**src/rtl/sequential_divider.sv**
```systemverilog
// Multi-cycle signed radix-2 restoring divider with a start/busy/done handshake.
// Optional unsigned operation is enabled by defining SEQ_DIVIDER_UNSIGNED_OP_EN.
module sequential_divider #(
    parameter int WIDTH = 32
) (
    input  logic             clk,
    input  logic             rst,
    input  logic             start,
`ifdef SEQ_DIVIDER_UNSIGNED_OP_EN
    input  logic             op_unsigned,
`endif
    input  logic [WIDTH-1:0] dividend,
    input  logic [WIDTH-1:0] divisor,
    output logic [WIDTH-1:0] quotient,
    output logic [WIDTH-1:0] remainder,
    output logic             busy,
    output logic             done,
    output logic             div_by_zero
);

    localparam int CW = $clog2(WIDTH + 1);

    typedef enum logic [1:0] {
        IDLE,
        CALC,
        FIX
    } state_t;

    state_t           r_state,     w_state_next;
    logic [CW-1:0]    r_count,     w_count_next;
    logic [WIDTH-1:0] r_rem,       w_rem_next;
    logic [WIDTH-1:0] r_quo,       w_quo_next;
    logic [WIDTH-1:0] r_div_mag,   w_div_mag_next;
    logic             r_neg_q,     w_neg_q_next;
    logic             r_neg_r,     w_neg_r_next;
    logic             r_zero,      w_zero_next;
    logic [WIDTH-1:0] r_quotient,  w_quotient_next;
    logic [WIDTH-1:0] r_remainder, w_remainder_next;
    logic             r_busy,      w_busy_next;
    logic             r_done,      w_done_next;
    logic             r_dbz,       w_dbz_next;

    logic             w_signed_op;
    logic             w_dvd_neg;
    logic             w_dvs_neg;
    logic [WIDTH-1:0] w_dvd_mag;
    logic [WIDTH-1:0] w_dvs_mag;
    logic [WIDTH:0]   w_shift;
    logic [WIDTH:0]   w_diff;
    logic             w_ge;

`ifdef SEQ_DIVIDER_UNSIGNED_OP_EN
    assign w_signed_op = ~op_unsigned;
`else
    assign w_signed_op = 1'b1;
`endif

    // |MIN| = 2^(WIDTH-1) is exactly representable as an unsigned magnitude.
    assign w_dvd_neg = w_signed_op & dividend[WIDTH-1];
    assign w_dvs_neg = w_signed_op & divisor[WIDTH-1];
    assign w_dvd_mag = w_dvd_neg ? -dividend : dividend;
    assign w_dvs_mag = w_dvs_neg ? -divisor  : divisor;

    // Partial remainder is always below the divisor, so the shifted value fits
    // in WIDTH+1 bits and the borrow bit of the trial subtraction is the compare.
    assign w_shift = {r_rem, r_quo[WIDTH-1]};
    assign w_diff  = w_shift - {1'b0, r_div_mag};
    assign w_ge    = ~w_diff[WIDTH];

    // NOTE: every next-value is defaulted to its register first, so no path
    // through this block can leave a variable unassigned and infer a latch.
    always_comb begin
        w_state_next     = r_state;
        w_count_next     = r_count;
        w_rem_next       = r_rem;
        w_quo_next       = r_quo;
        w_div_mag_next   = r_div_mag;
        w_neg_q_next     = r_neg_q;
        w_neg_r_next     = r_neg_r;
        w_zero_next      = r_zero;
        w_quotient_next  = r_quotient;
        w_remainder_next = r_remainder;
        w_busy_next      = r_busy;
        w_done_next      = r_done;
        w_dbz_next       = r_dbz;

        case (r_state)
            IDLE: begin
                if (start) begin
                    w_neg_q_next   = w_dvd_neg ^ w_dvs_neg;
                    w_neg_r_next   = w_dvd_neg;
                    w_div_mag_next = w_dvs_mag;
                    w_quo_next     = w_dvd_mag;
                    w_count_next   = CW'(WIDTH);
                    w_busy_next    = 1'b1;
                    w_done_next    = 1'b0;
                    w_dbz_next     = 1'b0;
                    if (divisor == '0) begin
                        // Park |dividend| in rem so FIX restores the dividend as remainder.
                        w_zero_next  = 1'b1;
                        w_rem_next   = w_dvd_mag;
                        w_state_next = FIX;
                    end else begin
                        w_zero_next  = 1'b0;
                        w_rem_next   = '0;
                        w_state_next = CALC;
                    end
                end
            end

            CALC: begin
                w_rem_next   = w_ge ? w_diff[WIDTH-1:0] : w_shift[WIDTH-1:0];
                w_quo_next   = {r_quo[WIDTH-2:0], w_ge};
                w_count_next = r_count - CW'(1);
                if (r_count == CW'(1)) begin
                    w_state_next = FIX;
                end
            end

            FIX: begin
                w_quotient_next  = r_zero  ? '1      : (r_neg_q ? -r_quo : r_quo);
                w_remainder_next = r_neg_r ? -r_rem  : r_rem;
                w_dbz_next       = r_zero;
                w_done_next      = 1'b1;
                w_busy_next      = 1'b0;
                w_state_next     = IDLE;
            end

            default: begin
                w_state_next = IDLE;
            end
        endcase
    end

    // NOTE: sequential state uses non-blocking assignments so every register
    // samples the pre-edge values, independent of statement order.
    always_ff @(posedge clk or negedge rst) begin
        if (!rst) begin
            r_state     <= IDLE;
            r_count     <= '0;
            r_rem       <= '0;
            r_quo       <= '0;
            r_div_mag   <= '0;
            r_neg_q     <= 1'b0;
            r_neg_r     <= 1'b0;
            r_zero      <= 1'b0;
            r_quotient  <= '0;
            r_remainder <= '0;
            r_busy      <= 1'b0;
            r_done      <= 1'b0;
            r_dbz       <= 1'b0;
        end else begin
            r_state     <= w_state_next;
            r_count     <= w_count_next;
            r_rem       <= w_rem_next;
            r_quo       <= w_quo_next;
            r_div_mag   <= w_div_mag_next;
            r_neg_q     <= w_neg_q_next;
            r_neg_r     <= w_neg_r_next;
            r_zero      <= w_zero_next;
            r_quotient  <= w_quotient_next;
            r_remainder <= w_remainder_next;
            r_busy      <= w_busy_next;
            r_done      <= w_done_next;
            r_dbz       <= w_dbz_next;
        end
    end

    assign quotient    = r_quotient;
    assign remainder   = r_remainder;
    assign busy        = r_busy;
    assign done        = r_done;
    assign div_by_zero = r_dbz;

endmodule
```
**config.mk**
```make
export PLATFORM = sky130hd
export DESIGN_NAME = sequential_divider
export DESIGN_NICKNAME = d
export VERILOG_FILES = /design/src/rtl/sequential_divider.sv
export SDC_FILE = /design/constraint.sdc
export NUM_CORES = 1
export LEC_CHECK = 0
export BUFFER_PORTS_ARGS = -buffer_cell sky130_fd_sc_hd__buf_2
export CAP_MARGIN = 20
export CORE_UTILIZATION = 60
export DETAILED_ROUTE_END_ITERATION = 6
export PLACE_DENSITY = 0.94
export SKIP_CTS_REPAIR_TIMING = 1
export SLEW_MARGIN = 20
export SYNTH_ARGS = -nofsm -noshare
export SYNTH_HDL_FRONTEND = slang
export SYNTH_SLANG_ARGS = --single-unit
```
**constraint.sdc**
```tcl
create_clock -name clk -period 4.45 [get_ports clk]
set_input_delay 0 -clock clk [delete_from_list [all_inputs] [get_ports clk]]
set_output_delay 0 -clock clk [all_outputs]
set_load 0.01 [all_outputs]
```
Word-level counts from Yosys, hierarchy flattened:

Cells that the tools add are included.

* bitwise gates (word level): 2
* add/subtract/negate cells: 6
* reductions and logical operators: 8
* eq/ne operators: 5
* muxes and demuxes: 23

Operators with widths (count)
* $mux W32: 9
* $neg A32 Y32: 4
* $pmux W32 S2: 2
* $sub A33 B32 Y33: 1
* $logic_not A32 Y1: 1
* $pmux W6 S2: 1
* $reduce_and A2 Y1: 4
* $eq A6 B1 Y1 const B: 1
* $mux W2: 3
* $mux W6: 1
* $pmux W1 S2: 3
* $sub A6 B1 Y6 const B: 1
* $ne A2 B2 Y1 const B: 2
* $pmux W2 S2: 1
* $reduce_bool A2 Y1: 2
* $mux W1: 3
* $eq A2 B1 Y1 const B: 1
* $eq A2 B2 Y1 const B: 1
* $logic_not A2 Y1: 1
* $not A1 Y1: 1
* $xor A1 B1 Y1: 1

* word-level logic and storage cells: 57
* bits in registers: 174
* output and inout port bits: 67

Logic depth before layout (Yosys ltp):

Gate-level depths: netlist (run 1).

* depth in word-level cells: 5
* mapped depth: 15

Worst setup path before layout (run 1):

OpenSTA, ideal clock, no wires.

* path type: flip-flop to flip-flop
* from: register r_rem[0]
* to: register r_remainder[28], in the netlist remainder[28]
* buffers on the path: 0
* required time: 4.321 ns
* stages on the path, launching flop included: 12
* setup time: 0.129 ns
* setup slack: 1.221 ns
* arrival: 3.100 ns
* cell sequence: dfrtp_1 > inv_1 > ha_1 > nand2b_1 > nand2b_1 > or4_4 > or3_4 > or4_4 > or4_4 > o31ai_2 > xor2_1 > o21ai_1

* longest elaborated chain between the ends: 2

Ends and longest elaborated chain
* start: declaration: RTL line 31 `logic [WIDTH-1:0] r_rem, w_rem_next;`
* start signal: assignment: RTL line 155 `r_rem <= w_rem_next;`
* $neg A32 Y32: RTL line 122 `w_remainder_next = r_neg_r ? -r_rem : r_rem;`
* $mux W32: RTL line 122
* end signal: assignment: RTL line 162 `r_remainder <= w_remainder_next;`
* end: declaration: RTL line 38 `logic [WIDTH-1:0] r_remainder, w_remainder_next;`

Every way passes these cells.
A chain may end at the register's enable or synchronous reset.

Final worst setup path (run 1):

* from: register r_quo[31]
* to: register r_rem[27]

* longest elaborated chain between the ends: 3

Ends and longest elaborated chain
* start: declaration: RTL line 32 `logic [WIDTH-1:0] r_quo, w_quo_next;`
* start signal: assignment: RTL line 156 `r_quo <= w_quo_next;`
* $sub A33 B32 Y33: RTL line 67 `assign w_diff = w_shift - {1'b0, r_div_mag};`
* $mux W32: RTL line 112 `w_rem_next = w_ge ? w_diff[WIDTH-1:0] : w_shift[WIDTH-1:0];`
* $pmux W32 S2: RTL line 87 `case (r_state)`

Every way passes these cells.

==> results.json, run 1 <==
{
  "status": "finished, violations left",
  "violations": "negative hold slack",
  "max_stage_delay_ps": 430,
  "start_util_pct": 61.6,
  "ys_seq_elements": 174,
  "crit_chain": "inv_1 -> ha_1 -> fa_1 -> nand2b_1 -> a21oi_1 -> o211ai_1 -> o21ai_1 -> a41oi_1 -> a21oi_1 -> or2_1 -> buf_4 -> a21oi_1 -> a21oi_1",
  "critPathSlowestCell": "dfrtp_1",
  "drt_iter0_drc": 1287,
  "total_leakage_power_nw": 6.05,
  "synthMuxAreaShare_pct": 0.604,
  "cp-start-kind": "register",
  "netlist_instances": 1394,
  "cp_top_family": "compound AO/OA/AOI/OAI gates",
  "io_buffers": 133,
  "dieArea_um2": 19900,
  "fin_area_um2": 13300,
  "yosys.area.top_type": "dfrtp_1",
  "worst_pin_slew_ps": 1090,
  "synth_edf_count": 0,
  "period_needed_ps": 3560,
  "drtAntennaViolNets": 0,
  "p_per_area_nw_per_um2": 836,
  "grt_pass1_vias": 10600,
  "dieWidth_um": 141,
  "worst-setup-path-type": "register to register",
  "cpMostUsedCell": "a21oi_1",
  "fin_worst_skew_ps": 11.3,
  "cts_buffer_depth": 2,
  "core_um2": 18800,
  "path_buf_inv": 2,
  "nFillCells": 1370,
  "clkTransAtPathRegs_ps": 70,
  "cts_tree": "done",
  "max_freq_ghz": 0.281,
  "worst-path-max-fanout": 32,
  "wl_um": 34000,
  "vias_per_cell": 6.40,
  "yosysTopAreaCellShare_pct": 37.5,
  "numClockSinks": 174,
  "gr-usage-all-layers_pct": 34.2,
  "synthXorXnorAreaFrac_pct": 10.9,
  "drcViolationCount": 0,
  "synth_compound_area_share_pct": 23.9,
  "synthTopCellsByArea": "dfrtp_1, xor2_1, nand2_1",
  "drive_gt1_share_pct": 13.7,
  "fp.dieH_um": 141,
  "hold_path_class": "input pin to register",
  "wire_per_inst_um": 19.1,
  "seq_area_frac_synth_pct": 37.5,
  "cts_buffers": 17,
  "syn-cell-area_um2": 11600,
  "dpl_cell_area_um2": 12400,
  "htreeDepth": 4,
  "critPathCaptureType": "register",
  "overflow": 0,
  "num_rows": 50,
  "layout.nets": 1615,
  "async_flop_share_pct": 100,
  "final_hold_viol_count": 3,
  "hold_slack_ps": -53.6,
  "grt_max_degree": 72,
  "ioPinCount": 134,
  "syn_to_final_growth_pct": 15.0,
  "vias": 11400,
  "dp_hpwl_um": 23800,
  "synth-simple-area-share_pct": 18.3,
  "syn_nets": 1500,
  "irDropWorstVdd_mv": 0.407,
  "cts-root-buf": "clkbuf_16",
  "synthAdderAreaFrac_pct": 4.27,
  "required_ps": 4790,
  "synth_top_family_by_area": "compound AO/OA/AOI/OAI gates",
  "maxCapViolCount": 0,
  "rsz0062_at_grt": "no",
  "fin_tns_setup_ps": 0,
  "placed_cells": 1717,
  "period_share_pct": 79.9,
  "crit_arrival_ps": 3900,
  "slew_viol_final": 0,
  "synth.distinct_cells": 67,
  "clock_latency_ps": 440,
  "synth_flop_cell": "dfrtp_1",
  "antenna_found_initial": 0,
  "finalSetupViolCount": 0,
  "synth_warnings": 0,
  "first_pass_iters": 6,
  "avgSynthCellArea_um2": 8.32,
  "place.gp.congestion": 0.946,
  "grt_pass1_wl_um": 53700,
  "max_slew_margin_pct": 27.3,
  "instances_no_fill": 1783
}
Yosys cell counts, types with 5 or more instances:
master	count
nand2_1	223
xnor2_1	37
a211oi_1	14
o21ai_1	52
o21a_1	7
nor3_1	24
or3_1	27
o211ai_1	6
a221oi_1	20
or4_4	5
a21o_1	15
or2_2	5
xor2_1	107
o41ai_1	12
a22oi_1	22
or4_1	14
inv_1	48
a21oi_1	97
nand3_1	16
mux2i_1	7
ha_1	38
o31ai_1	39
nor2_1	84
nor4_1	10
buf_1	7
nand2b_1	14
clkbuf_1	73
a31oi_1	25
dfrtp_1	174
nor2b_1	8
o21ai_0	101
worst register-to-register path, stage by stage (launching register included):
cell	delay (ps)
dfrtp_1	430
inv_1	70
ha_1	230
fa_1	400
nand2b_1	200
a21oi_1	240
o211ai_1	150
o21ai_1	260
a41oi_1	210
a21oi_1	390
or2_1	160
buf_4	340
a21oi_1	130
a21oi_1	250
metal layers:
layer	wire [µm]	global-route usage, %	up-vias
met5	0	0	-
met1	13700	46.4	5331
met4	1710	19.3	0
li1	-	-	5200
met3	3300	6.18	152
met2	15300	51.9	730
per-stage QoR:
stage          hold WS, ps  power [mW]  utilization, %  setup slack [ps]
2_1_floorplan         -296        7.53               -              1220
3_3_place_gp          45.9        9.05            65.8              1050
3_5_place_dp          52.1        9.26            65.8               970
4_1_cts               -399        10.9            69.1               938
5_1_grt               1.71        11.9            70.8               700
6_report             -53.6        11.2            70.9               894
where the power goes:
| part | total [mW] | switching [mW] | internal (mW) |
|---|---|---|---|
| Combinational | 6.37 | 3.80 | 2.56 |
| Sequential | 3.20 | 0.961 | 2.23 |
| Clock | 1.60 | 0.685 | 0.910 |
cells by family (layout without fill, tap and decap cells):
family,count (synthesis),count (layout)
muxes,7,7
DFF,174,174
AOI/OAI and AO/OA,442,442
xor gates and xnor gates,144,144
and+or+nand+nor,454,454
other,0,1
buffers and inverters,134,262
adders and majority gates,39,39
state kept, by name, indices dropped and copies added, names as in the netlist, 2 cells and up:
register   count
quotient      32
r_quo         32
r_rem         32
r_div_mag     32
r_count        6
r_state        2
remainder     32
cells in the final DEF (no fill, tap or decap), types with 4 or more instances in the layout:
cell           synthesis  final
inv_6                  0      5
nand2_1              223    223
buf_2                  0    132
or4_1                 14     14
ha_1                  38     38
clkbuf_16              0     17
nand2b_1              14     13
a21o_1                15     15
xor2_1               107    107
mux2i_1                7      7
or2_2                  5      5
xnor2_1               37     37
nor4_1                10     10
o21ai_1               52     52
o31ai_1               39     39
a21oi_1               97     97
o21ai_0              101    101
a31oi_1               25     25
a211oi_1              14     14
a221oi_1              20     20
o21a_1                 7      7
a22oi_1               22     22
dlygate4sd3_1          0     33
buf_4                  1     16
or4_4                  5      5
or3_4                  3      4
dfrtp_1              174    174
inv_1                 48     48
o211ai_1               6      6
nor2b_1                8      7
or3_1                 27     26
nor3_1                24     23
o41ai_1               12     12
nor2_1                84     83
nand3_1               16     16
final timing paths:
check / from / end / slack [ps] / cells after the start
worst max-delay path: r_quo[31] / r_rem[27] / 890 / 13
worst min-delay path: divisor[26] / r_div_mag[26] / -50 / 3
worst max register to register: r_quo[31] / r_rem[27] / 890 / 13
worst min register to register: quotient[27] / quotient[27] / 470 / 2
max in group asynchronous: rst / r_quo[26] / 3130 / 3
min in group asynchronous: rst / r_div_mag[16] / 140 / 2
area by class of cell:
type / count / area, µm² / area share (%)
Multi-Input combinational cell: 1086 / 6740 / 50.5
Antenna cell: 1 / 2.50 / 0.0188
Clock buffer: 18 / 439 / 3.29
Inverter: 48 / 180 / 1.35
Clock inverter: 14 / 179 / 1.34
Timing Repair Buffer: 182 / 1120 / 8.41
Sequential cell: 174 / 4350 / 32.6
Tap cell: 260 / 325 / 2.44
(Power assumes the default switching activity.)
==> run 2: changes to the inputs <==
==> constraint.sdc (replaced) <==
create_clock -name clk -period 3.4 [get_ports clk]
set_input_delay 0 -clock clk [delete_from_list [all_inputs] [get_ports clk]]
set_output_delay 0 -clock clk [all_outputs]
set_load 0.01 [all_outputs]
==> results.json, run 2 (same netlist as run 1, synthesis figures left out) <==
{
  "status": "finished, violations left",
  "violations": "design-rule violations, negative hold slack, negative setup slack",
  "reg2reg_depth": 10,
  "period_needed_ps": 3470,
  "worst-setup-path-type": "register to register",
  "irDropWorstVdd_mv": 0.616,
  "met2_usage_pct": 55.1,
  "startpoint": "r_rem[0]",
  "grt-busiest-layer": "met2",
  "first_pass_iters": 7,
  "drcViolationCount": 7,
  "grtUsageMet3_pct": 8.42,
  "final_common_cell": "nand2_1",
  "dieWidth_um": 141,
  "instances_no_fill": 1817,
  "rsz0062_at_grt": "yes",
  "critPathSlowestCell": "or4_4",
  "reg2reg_slack_ps": -70,
  "grt_pass1_vias": 10600,
  "antenna_found_initial": 0,
  "total_leakage_power_nw": 6.23,
  "drt_iter0_drc": 1839,
  "grt_max_degree": 97,
  "vias": 11800,
  "power_frac_seq_pct": 26.8,
  "swShare_pct": 48.9,
  "intPower_mw": 7.73,
  "gr-usage-all-layers_pct": 35.9,
  "io_buffers": 133,
  "hold_slack_ps": -63.8,
  "cp-endpoint": "remainder[25]",
  "fin_tns_setup_ps": -147,
  "ioPinCount": 134,
  "multi_input_area_um2": 6810,
  "maxCapViolCount": 0,
  "dieArea_um2": 19900,
  "finalSetupViolCount": 3,
  "vias_per_cell": 6.51,
  "crit_arrival_ps": 3770,
  "max_slew_margin_pct": 27.7,
  "start_util_pct": 61.6,
  "place.gp.congestion": 1.02,
  "fin_worst_skew_ps": 8.00,
  "numClockSinks": 174,
  "cts_buffers": 17,
  "worst-path-max-fanout": 5,
  "max_freq_ghz": 0.289,
  "power_switching_mw": 7.39,
  "syn_to_final_growth_pct": 17.6,
  "wire_per_inst_um": 20.1,
  "required_ps": 3710,
  "slew_viol_final": 0,
  "core_um2": 18800,
  "htreeDepth": 4,
  "power_mw": 15.1,
  "clkTransAtPathRegs_ps": 70,
  "final_hold_viol_count": 7,
  "period_share_pct": 102,
  "critPathCaptureType": "register",
  "max_stage_delay_ps": 490,
  "crit_chain": "buf_4 -> nor3_2 -> nand2_1 -> or4_1 -> or3_4 -> or4_1 -> or4_4 -> o31ai_1 -> xor2_1 -> o21ai_1",
  "r2r-end": "remainder[25]",
  "fin_util_pct": 72.5,
  "drive_gt1_share_pct": 16.3,
  "seqCellArea_um2": 4360,
  "combPwrFrac_pct": 59.9,
  "worst_pin_slew_ps": 1080,
  "fin_ws_ps": -65.6,
  "placed_cells": 1751,
  "dp_hpwl_um": 24900,
  "cts_tree": "done",
  "cpMostUsedCell": "or4_1",
  "nFillCells": 1344,
  "clockPowerShare_pct": 13.3,
  "cts-root-buf": "clkbuf_16",
  "num_rows": 50,
  "drtAntennaViolNets": 0,
  "r2r_start": "r_rem[0]",
  "fp.dieH_um": 141,
  "final_cell_mix": "nand2_1, dfrtp_1, buf_2",
  "wl_um": 36400,
  "cp-start-kind": "register",
  "p_per_area_nw_per_um2": 1110,
  "layout.nets": 1648,
  "grt_pass1_wl_um": 55700,
  "clock_latency_ps": 450,
  "overflow": 0,
  "use_met1_pct": 47.2,
  "hold_path_class": "input pin to register",
  "cts_buffer_depth": 2
}
-- run 2: cell types whose count changed in the layout (fill, tap and decap cells not counted), moves of 2 or more --
cell and change:
buf_4 +35, clkbuf_1 +2, dlygate4sd3_1 -3, inv_6 -2, nand2b_1 -2, nand2b_4 +2, o41ai_2 -2, o41ai_4 +2
-- run 2: per-stage QoR --
stage | instance area [µm²] | setup slack, ps
final | 13600 | -65.6
after global placement | 12700 | 161
after CTS | 13200 | -46.2
after detailed placement | 12700 | 38.0
after global routing | 13600 | -172
after floorplan | 11600 | 171
-- run 2: cell type report --
type                    instances  area share (%)
clock inverters                11           0.963
multi-input cells            1086            49.9
flip-flops and latches        174            31.9
repair buffers                215            10.1
clock buffers                  21            3.37
diodes                          2          0.0367
well taps                     260            2.38
inverters                      48            1.32
-- run 2: how the worst min path moves through the flow --
stage	from	endpoint	slack [ps]	cells past startpoint
2_1_floorplan	rst	busy	-300	0
3_3_place_gp	rst	r_div_mag[15]	140	1
3_5_place_dp	rst	r_div_mag[15]	140	1
4_1_cts	rst	r_div_mag[15]	-310	1
5_1_grt	divisor[6]	r_div_mag[6]	4	3
6_report	divisor[7]	r_div_mag[7]	-60	3
-- run 2: worst max-delay path, delay by kind of cell (launching register included) --
| kind | cells | cell delay (ps) |
|---|---|---|
| flip-flops | 1 | 410 |
| XOR/XNOR | 1 | 210 |
| buffers and inverters | 1 | 160 |
| AO/OA/AOI/OAI | 2 | 430 |
| AND/OR/NAND/NOR | 6 | 2100 |
-- run 2: routing by layer --
layer  vias up  share of wire (%)
met2       879                 46
met5         -                  0
met4         0                5.0
met3       196                 11
li1       5263                  -
met1      5498                 38
-- run 2: power by group through the flow --
stage               combinational [mW]  clock [mW]  sequential [mW]
detailed placement                8.50           0             3.96
CTS                               8.66        2.00             3.95
floorplan                         6.14           0             3.72
global route                      9.80        2.09             4.11
finish                            9.06        2.02             4.05
global placement                  8.20           0             3.89
